$ cat config.mk
export PLATFORM = sky130hd
export DESIGN_NAME = adder_result_collector
export DESIGN_NICKNAME = d
export VERILOG_FILES = /design/src/rtl/adder_pkg.sv /design/src/rtl/result_fifo.sv /design/src/rtl/adder_result_collector.sv
export SDC_FILE = /design/constraint.sdc
export NUM_CORES = 1
export LEC_CHECK = 0
export CAP_MARGIN = 40
export CORE_MARGIN = 2
export CORE_UTILIZATION = 55
export DETAILED_ROUTE_END_ITERATION = 12
export PLACE_DENSITY = 0.78
export SETUP_SLACK_MARGIN = 0.05
export SLEW_MARGIN = 20
export SYNTH_ARGS = -nofsm -noshare
export SYNTH_HDL_FRONTEND = slang
export SYNTH_HIERARCHICAL = 1
export SYNTH_SLANG_ARGS = --single-unit
export TNS_END_PERCENT = 20
$ cat constraint.sdc
create_clock -name clk -period 8.4 [get_ports clk]
set_input_delay 1.68 -clock clk [delete_from_list [all_inputs] [get_ports clk]]
set_output_delay 1.68 -clock clk [all_outputs]
set_load 0.01 [all_outputs]
$ cat src/rtl/adder_pkg.sv
// Shared definitions for the pipelined adder result path:
// default latency, error-flag bit positions and the stored result entry.
package adder_pkg;

    localparam int LATENCY  = 5;
    localparam int DATA_W   = 32;
    localparam int ERR_DROP = 0;
    localparam int ERR_SPUR = 1;

    typedef struct packed {
        logic              ovf;
        logic              carry;
        logic [DATA_W-1:0] data;
    } res_entry_t;

endpackage

$ cat src/rtl/result_fifo.sv
// First-word-fall-through result FIFO. A push into a full FIFO is
// accepted only when a pop frees a slot in the same cycle.
module result_fifo #(
    parameter int W     = 34,
    parameter int DEPTH = 8,
    parameter int CNT_W = 4
) (
    input  logic             clk,
    input  logic             rst,
    input  logic             i_push,
    input  logic [W-1:0]     i_din,
    input  logic             i_pop,
    output logic [W-1:0]     o_dout,
    output logic [CNT_W-1:0] o_level,
    output logic             o_full,
    output logic             o_empty,
    output logic             o_drop
);

    localparam int PTR_W = $clog2(DEPTH);

    logic [W-1:0]     r_mem [DEPTH];
    logic [PTR_W-1:0] r_wr_ptr;
    logic [PTR_W-1:0] r_rd_ptr;
    logic [CNT_W-1:0] r_level;
    logic             w_push;
    logic             w_pop;

    assign o_full  = (r_level == CNT_W'(DEPTH));
    assign o_empty = (r_level == '0);
    assign w_pop   = i_pop & ~o_empty;
    assign w_push  = i_push & (~o_full | w_pop);
    assign o_drop  = i_push & ~w_push;
    assign o_dout  = r_mem[r_rd_ptr];
    assign o_level = r_level;

    // Storage is intentionally left unreset.
    always_ff @(posedge clk) begin
        if (w_push) r_mem[r_wr_ptr] <= i_din;
    end

    always_ff @(posedge clk or posedge rst) begin
        if (rst) begin
            r_wr_ptr <= '0;
            r_rd_ptr <= '0;
            r_level  <= '0;
        end else begin
            if (w_push) r_wr_ptr <= r_wr_ptr + PTR_W'(1);
            if (w_pop)  r_rd_ptr <= r_rd_ptr + PTR_W'(1);
            unique case ({w_push, w_pop})
                2'b10:   r_level <= r_level + CNT_W'(1);
                2'b01:   r_level <= r_level - CNT_W'(1);
                default: r_level <= r_level;
            endcase
        end
    end

endmodule

$ cat src/rtl/adder_result_collector.sv
// Collects the non-stallable adder result stream into a FIFO and hands
// out issue credits so that credited results always find a free slot.
module adder_result_collector
    import adder_pkg::*;
#(
    parameter  int WIDTH   = 32,
    parameter  int DEPTH   = 8,
    parameter  int LATENCY = adder_pkg::LATENCY,
    localparam int CNT_W   = $clog2(DEPTH + LATENCY + 1)
) (
    input  logic             clk,
    input  logic             rst,
    input  logic             issue_valid,
    output logic             issue_ok,
    input  logic             res_valid,
    input  logic [WIDTH-1:0] res_data,
    input  logic             res_carry,
    input  logic             res_ovf,
    output logic             m_valid,
    input  logic             m_ready,
    output logic [WIDTH-1:0] m_data,
    output logic             m_carry,
    output logic             m_ovf,
    output logic [CNT_W-1:0] level,
    output logic [CNT_W-1:0] inflight,
    output logic [1:0]       err,
    input  logic             clr_err
);

    localparam int EW = WIDTH + 2;

    logic [CNT_W-1:0] r_inflight;
    logic [1:0]       r_err;
    logic [EW-1:0]    w_dout;
    logic [CNT_W:0]   w_occ;
    logic [1:0]       w_err_set;
    logic             w_empty;
    logic             w_full;
    logic             w_drop;
    logic             w_ret;
    logic             w_spur;
    logic             w_inc;

    result_fifo #(
        .W     (EW),
        .DEPTH (DEPTH),
        .CNT_W (CNT_W)
    ) u_fifo (
        .clk     (clk),
        .rst     (rst),
        .i_push  (res_valid),
        .i_din   ({res_ovf, res_carry, res_data}),
        .i_pop   (m_ready),
        .o_dout  (w_dout),
        .o_level (level),
        .o_full  (w_full),
        .o_empty (w_empty),
        .o_drop  (w_drop)
    );

    assign m_valid = ~w_empty;
    assign {m_ovf, m_carry, m_data} = w_dout;

    // Credits count both stored and still-in-flight results.
    assign w_occ    = {1'b0, level} + {1'b0, r_inflight};
    assign issue_ok = (w_occ < (CNT_W+1)'(DEPTH));
    assign inflight = r_inflight;
    assign err      = r_err;

    assign w_ret  = res_valid & (r_inflight != '0);
    assign w_spur = res_valid & (r_inflight == '0);
    assign w_inc  = issue_valid & (~(&r_inflight) | w_ret);

    always_comb begin
        w_err_set           = '0;
        w_err_set[ERR_DROP] = w_drop;
        w_err_set[ERR_SPUR] = w_spur;
    end

    always_ff @(posedge clk or posedge rst) begin
        if (rst) begin
            r_inflight <= '0;
        end else begin
            unique case ({w_inc, w_ret})
                2'b10:   r_inflight <= r_inflight + CNT_W'(1);
                2'b01:   r_inflight <= r_inflight - CNT_W'(1);
                default: r_inflight <= r_inflight;
            endcase
        end
    end

    always_ff @(posedge clk or posedge rst) begin
        if (rst)          r_err <= '0;
        else if (clr_err) r_err <= '0;
        else              r_err <= r_err | w_err_set;
    end

    logic w_unused;
    assign w_unused = w_full;

endmodule

Word-level counts from Yosys, hierarchy flattened
Memories as Yosys holds them, arrays and structs flattened.
Cells that the tools add are included.
{ "op_classes": {"addsub": 7, "order_cmp": 1, "eq_ne": 5, "n_mux": 5, "n_bitwise": 13, "reduce_logical": 6} }
{ "ops": {"columns": ["cell", "n"], "rows": [
  ["one-hot mux 4 bit (2 select lines)", 2],
  ["adder 4 x 1 -> 4 bit, second input constant", 2],
  ["logical NOT 4 bit", 2],
  ["subtractor 4 x 1 -> 4 bit, second input constant", 2],
  ["adder 3 x 1 -> 3 bit, second input constant", 2],
  ["AND 1 bit", 6],
  ["adder 4 x 4 -> 5 bit", 1],
  ["less-than comparator 5 x 4 -> 1 bit, second input constant", 1],
  ["equality test 2 x 1 -> 1 bit, second input constant", 2],
  ["equality test 2 bit, second input constant", 2],
  ["equality test 4 bit, second input constant", 1],
  ["inverter 1 bit", 4],
  ["AND reduction 4 bit", 1],
  ["nonzero test 2 bit", 2],
  ["nonzero test 4 bit", 1],
  ["two-way mux 1 bit", 2],
  ["two-way mux 2 bit", 1],
  ["bitwise OR 1 bit", 2],
  ["bitwise OR 2 bit", 1]
]} }
{ "totals": {"reg_bits": 16, "ramBits": 272, "out_inout_bits": 46, "memories": 1} }
{ "mem_list": {"columns": ["memory", "words", "width", "rd", "rd_clocked_by_memory_dff", "write_ports", "line", "text"], "rows": [
  ["u_fifo.r_mem", 8, 34, 1, 0, 1, "result_fifo.sv:22", "logic [W-1:0] r_mem [DEPTH];"]
]} }

Longest topological paths before layout
{ "logic_depth": {"word_depth": 9, "ltp_mapped": 10, "depth_no_buf": 9} }

By module
The synthesis kept the hierarchy.
{ "modules_own_cells": {"columns": ["mod", "instances", "cells_each", "area_each_um2"], "rows": [
  ["result_fifo", 1, 467, 10925.5],
  ["adder_result_collector", 1, 38, 397.9]
]} }

Least setup slack after synthesis
OpenSTA, ideal clock, no wires.
{ "synth_timing": {"path_kind": "in2reg", "start": "input res_valid", "end": "memory u_fifo.r_mem[0][0] (enable)", "setup_time_ps": 467, "arrival_time_ps": 4517, "t_required_ps": 7933, "slack_ps": 3416, "cell_stages": 4, "n_path_buf": 1, "path_cell_list": "buf_2 -> o21a_1 -> nand2b_1 -> nor3_1"} }
{ "synth_via": {"elab_chain_len": 3} }
{ "synth_lines": {"columns": ["item", "line", "text"], "rows": [
  ["start: declaration", "adder_result_collector.sv:15", "input logic res_valid,"],
  ["AND 1 bit", "result_fifo.sv:32", "assign w_push = i_push & (~o_full | w_pop);"],
  ["two-way mux 1 bit", "result_fifo.sv:39", "if (w_push) r_mem[r_wr_ptr] <= i_din;"],
  ["two-way mux 1 bit (implied by the code)", "result_fifo.sv:39", null],
  ["end: declaration", "result_fifo.sv:22", null]
]} }
Every way passes these cells.

Worst setup path in the final report
{ "layout_timing": {"start": "register u_fifo.r_rd_ptr[0]", "end": "output m_data[0]"} }
{ "layout_via": {"elab_chain_len": 1} }
{ "layout_lines": {"columns": ["item", "line", "text"], "rows": [
  ["start: declaration", "result_fifo.sv:24", "logic [PTR_W-1:0] r_rd_ptr;"],
  ["start signal: assignment", "result_fifo.sv:49", "if (w_pop) r_rd_ptr <= r_rd_ptr + PTR_W'(1);"],
  ["memory (8 x 34 bit)", null, null],
  ["end: declaration", "adder_result_collector.sv:21", "output logic [WIDTH-1:0] m_data,"]
]} }
Every way passes these cells.

==> summary.md <==
| Metric | Value |
|---|---|
| Global-route usage over all layers | 19.4% |
| Global placement routability congestion | 0.787 |
| Number of instances in the placed design | 849 |
| CTS tree | yes |
| Max H-tree Level | 1 |
| Final core utilization | 66.7% |
| Number of optimization iterations in the first detailed-route pass | 4 |
| Global-route wire length before repair | 31800 um |
| Final Hold Violating Endpoints | 0 |
| Detailed Place HPWL | 11900 um |
| Quantity of gates resized following cts | 0 |
| Clock Skews | 19.0 ps |
| Setup repair after global routing missed its margin | false |
| Clock network fraction of design power | 25.3% |
| Clock period minus worst slack | 5050 ps |
| Proportion of power drawn by combinational gates | 32.4% |
| PwrDens | 343 nW/um^2 |
| Switching part of the total | 28.0% |
| Number of antenna violations at the first check in global routing | 1 |
| Final-layout fill cell count | 1219 |
| Launch point of the worst hold path | err[1] |
| Cell Rows | 52 |
| Drt via density | 5.80 |
| Number of standard cells after synthesis | 504 |
| Area of the die | 21700 um^2 |
| Clock latency on the worst-skew pair | 530 ps |
| Clock net sink count | 288 |
| RR Startpoint | u_fifo/o_level[0] |
| Sw Pwr | 1300 uW |
| Routed via count | 5230 |
| Syn Std Cell Area | 11300 um^2 |
| Max transition margin | 57.0% |
| TNS Setup | 0 ps |
| Post-Layout Cell Count | 902 |
| Overall routed net length | 20700 um |
| Sequential fraction of design power | 42.3% |
| Layout Nets | 658 |
| Core outline area | 20200 um^2 |
| Endpoint type of the worst setup path | primary output |
| Effective utilization at floorplan | 55.9% |
| Synth Warn # | 6 |
| Area grow syn2layout | 19.2% |
| Maximum number of pins on one net before global-route repair | 41 |
| Fin area | 13500 um^2 |
| Mean cell area of the mapped netlist | 22.5 um^2 |
| Via count of the first global-routing pass | 5539 |
| Data arrival at the endpoint of the critical path | 3370 ps |
| Total congestion overflow | 0 |
| Max FO, Critical Path | 28 |
| Vertical die dimension | 147 um |
| Count of buffers added by post-CTS timing repair for setup | 0 |
| Clock root buffer master | sky130_fd_sc_hd__clkbuf_16 |
| Chip Width | 147 um |
| Critical path data required time | 6720 ps |
| Worst Hold Slack | 503 ps |
| Run status | finished, final reports clean |
| Met3 global-route usage | 4.29% |
| Net count of the mapped netlist | 553 |
| Cell area after placement | 12600 um^2 |
| Initial drt markers | 293 |
| Standby leakage power | 0.00442 uW |
| Count of pins on the block boundary | 86 |
| Timing-limited maximum frequency | 198 MHz |
| Post-cts hold buffer count | 0 |
| Fraction of layout cells with a size suffix above 1 | 28.2% |
| Internal power summed over all cells | 3330 uW |
| Met2 capacity usage during global routing | 32.6% |
| Number of CTS-inserted buffers | 28 |
| Worst min path class | reg2reg |
| Worst Max-Slew Pin Slew | 644 ps |
| VDD IR-drop max | 0.209 mV |
| Count of endpoints failing setup in the final report | 0 |
| Most Crowded Layer GR | met2 |
| Number of nets with antenna violations after routing | 0 |
| Number of buffers on the longest clock path | 3 |
| Max Transition Viols Final | 0 |
| Kind of start point of the critical path | register |
| Fraction of the cycle the final worst path needs | 60.1% |
| Category of the critical setup timing path | reg2out |
| Average routed wire per standard cell | 22.9 um |
| Met1 track demand over resource | 26.4% |
| Number of port buffers | 85 |
| Maximum capacitance violations | 0 |
| Worst setup path startpoint | u_fifo/r_rd_ptr[0] |
| Clock input transition at the sequential cells of the worst setup and hold paths | 60 ps |
| Remaining routing DRC violations | 0 |
## sequential cells by signal, summed over array words and instances (netlist names)
register,flops
u_fifo/r_mem,272
inflight,4
u_fifo/o_level,4
u_fifo/r_rd_ptr,3
u_fifo/r_wr_ptr,3
err,2
## worst max-delay path, stage by stage, from the launching register on
cell                              delay (ps)
sky130_fd_sc_hd__dfrtp_4                 690
sky130_fd_sc_hd__buf_4                   500
sky130_fd_sc_hd__buf_16                  290
sky130_fd_sc_hd__mux4_2                  530
sky130_fd_sc_hd__mux2_2                  320
sky130_fd_sc_hd__clkdlybuf4s50_1         490
## routing by layer
metal,vias to the layer above,routed length (um)
met5,-,0
met3,26,1150
met1,2738,8800
met4,0,271
met2,160,10500
li1,2306,-
## metrics by stage
stage	power, uW	setup slack, ps
6_report	4630	3350
3_5_place_dp	3500	3830
5_1_grt	4840	3120
2_1_floorplan	2890	3420
4_1_cts	4680	3250
3_3_place_gp	3410	3710
## placed cells by master, fill, tap and decap left out, types with 8 or more instances in the layout
cell and count:
sky130_fd_sc_hd__clkdlybuf4s50_1 85, sky130_fd_sc_hd__mux2_2 27, sky130_fd_sc_hd__mux4_2 68, sky130_fd_sc_hd__edfxtp_1 272, sky130_fd_sc_hd__ha_1 8, sky130_fd_sc_hd__clkbuf_16 29, sky130_fd_sc_hd__inv_1 9, sky130_fd_sc_hd__dfrtp_1 13
sky130_fd_sc_hd__mux2_4 10, sky130_fd_sc_hd__nand2_1 9
## power groups by stage
stage	clock [uW]	sequential, uW	combinational, uW
after global routing	1250	1980	1600
after detailed placement	0	1990	1510
after CTS	1190	1960	1530
final	1170	1960	1500
after global placement	0	2030	1380
after floorplan	0	1890	1010
## cell type report
type | count | area [um^2] | area share, %
Clock inverter | 15 | 78.8 | 0.584
Clock buffer | 37 | 806 | 5.97
Inverter | 9 | 33.8 | 0.250
Multi-Input combinational cell | 185 | 2640 | 19.5
Tap cell | 270 | 338 | 2.50
Timing Repair Buffer | 97 | 1020 | 7.55
Antenna cell | 1 | 2.50 | 0.0185
Sequential cell | 288 | 8580 | 63.6
## path summary, 6_finish.rpt
check / to / slack, ps / cells past startpoint
worst max register to register: u_fifo/o_level[3] / 5540 / 9
worst min-delay path: err[1] / 500 / 2
min in group asynchronous: err[0] / 1420 / 2
max in group asynchronous: u_fifo/r_rd_ptr[1] / 6530 / 2
worst max-delay path: m_data[0] / 3350 / 5
worst min register to register: err[1] / 500 / 2
Note: power is estimated with default switching activity, not from simulation.
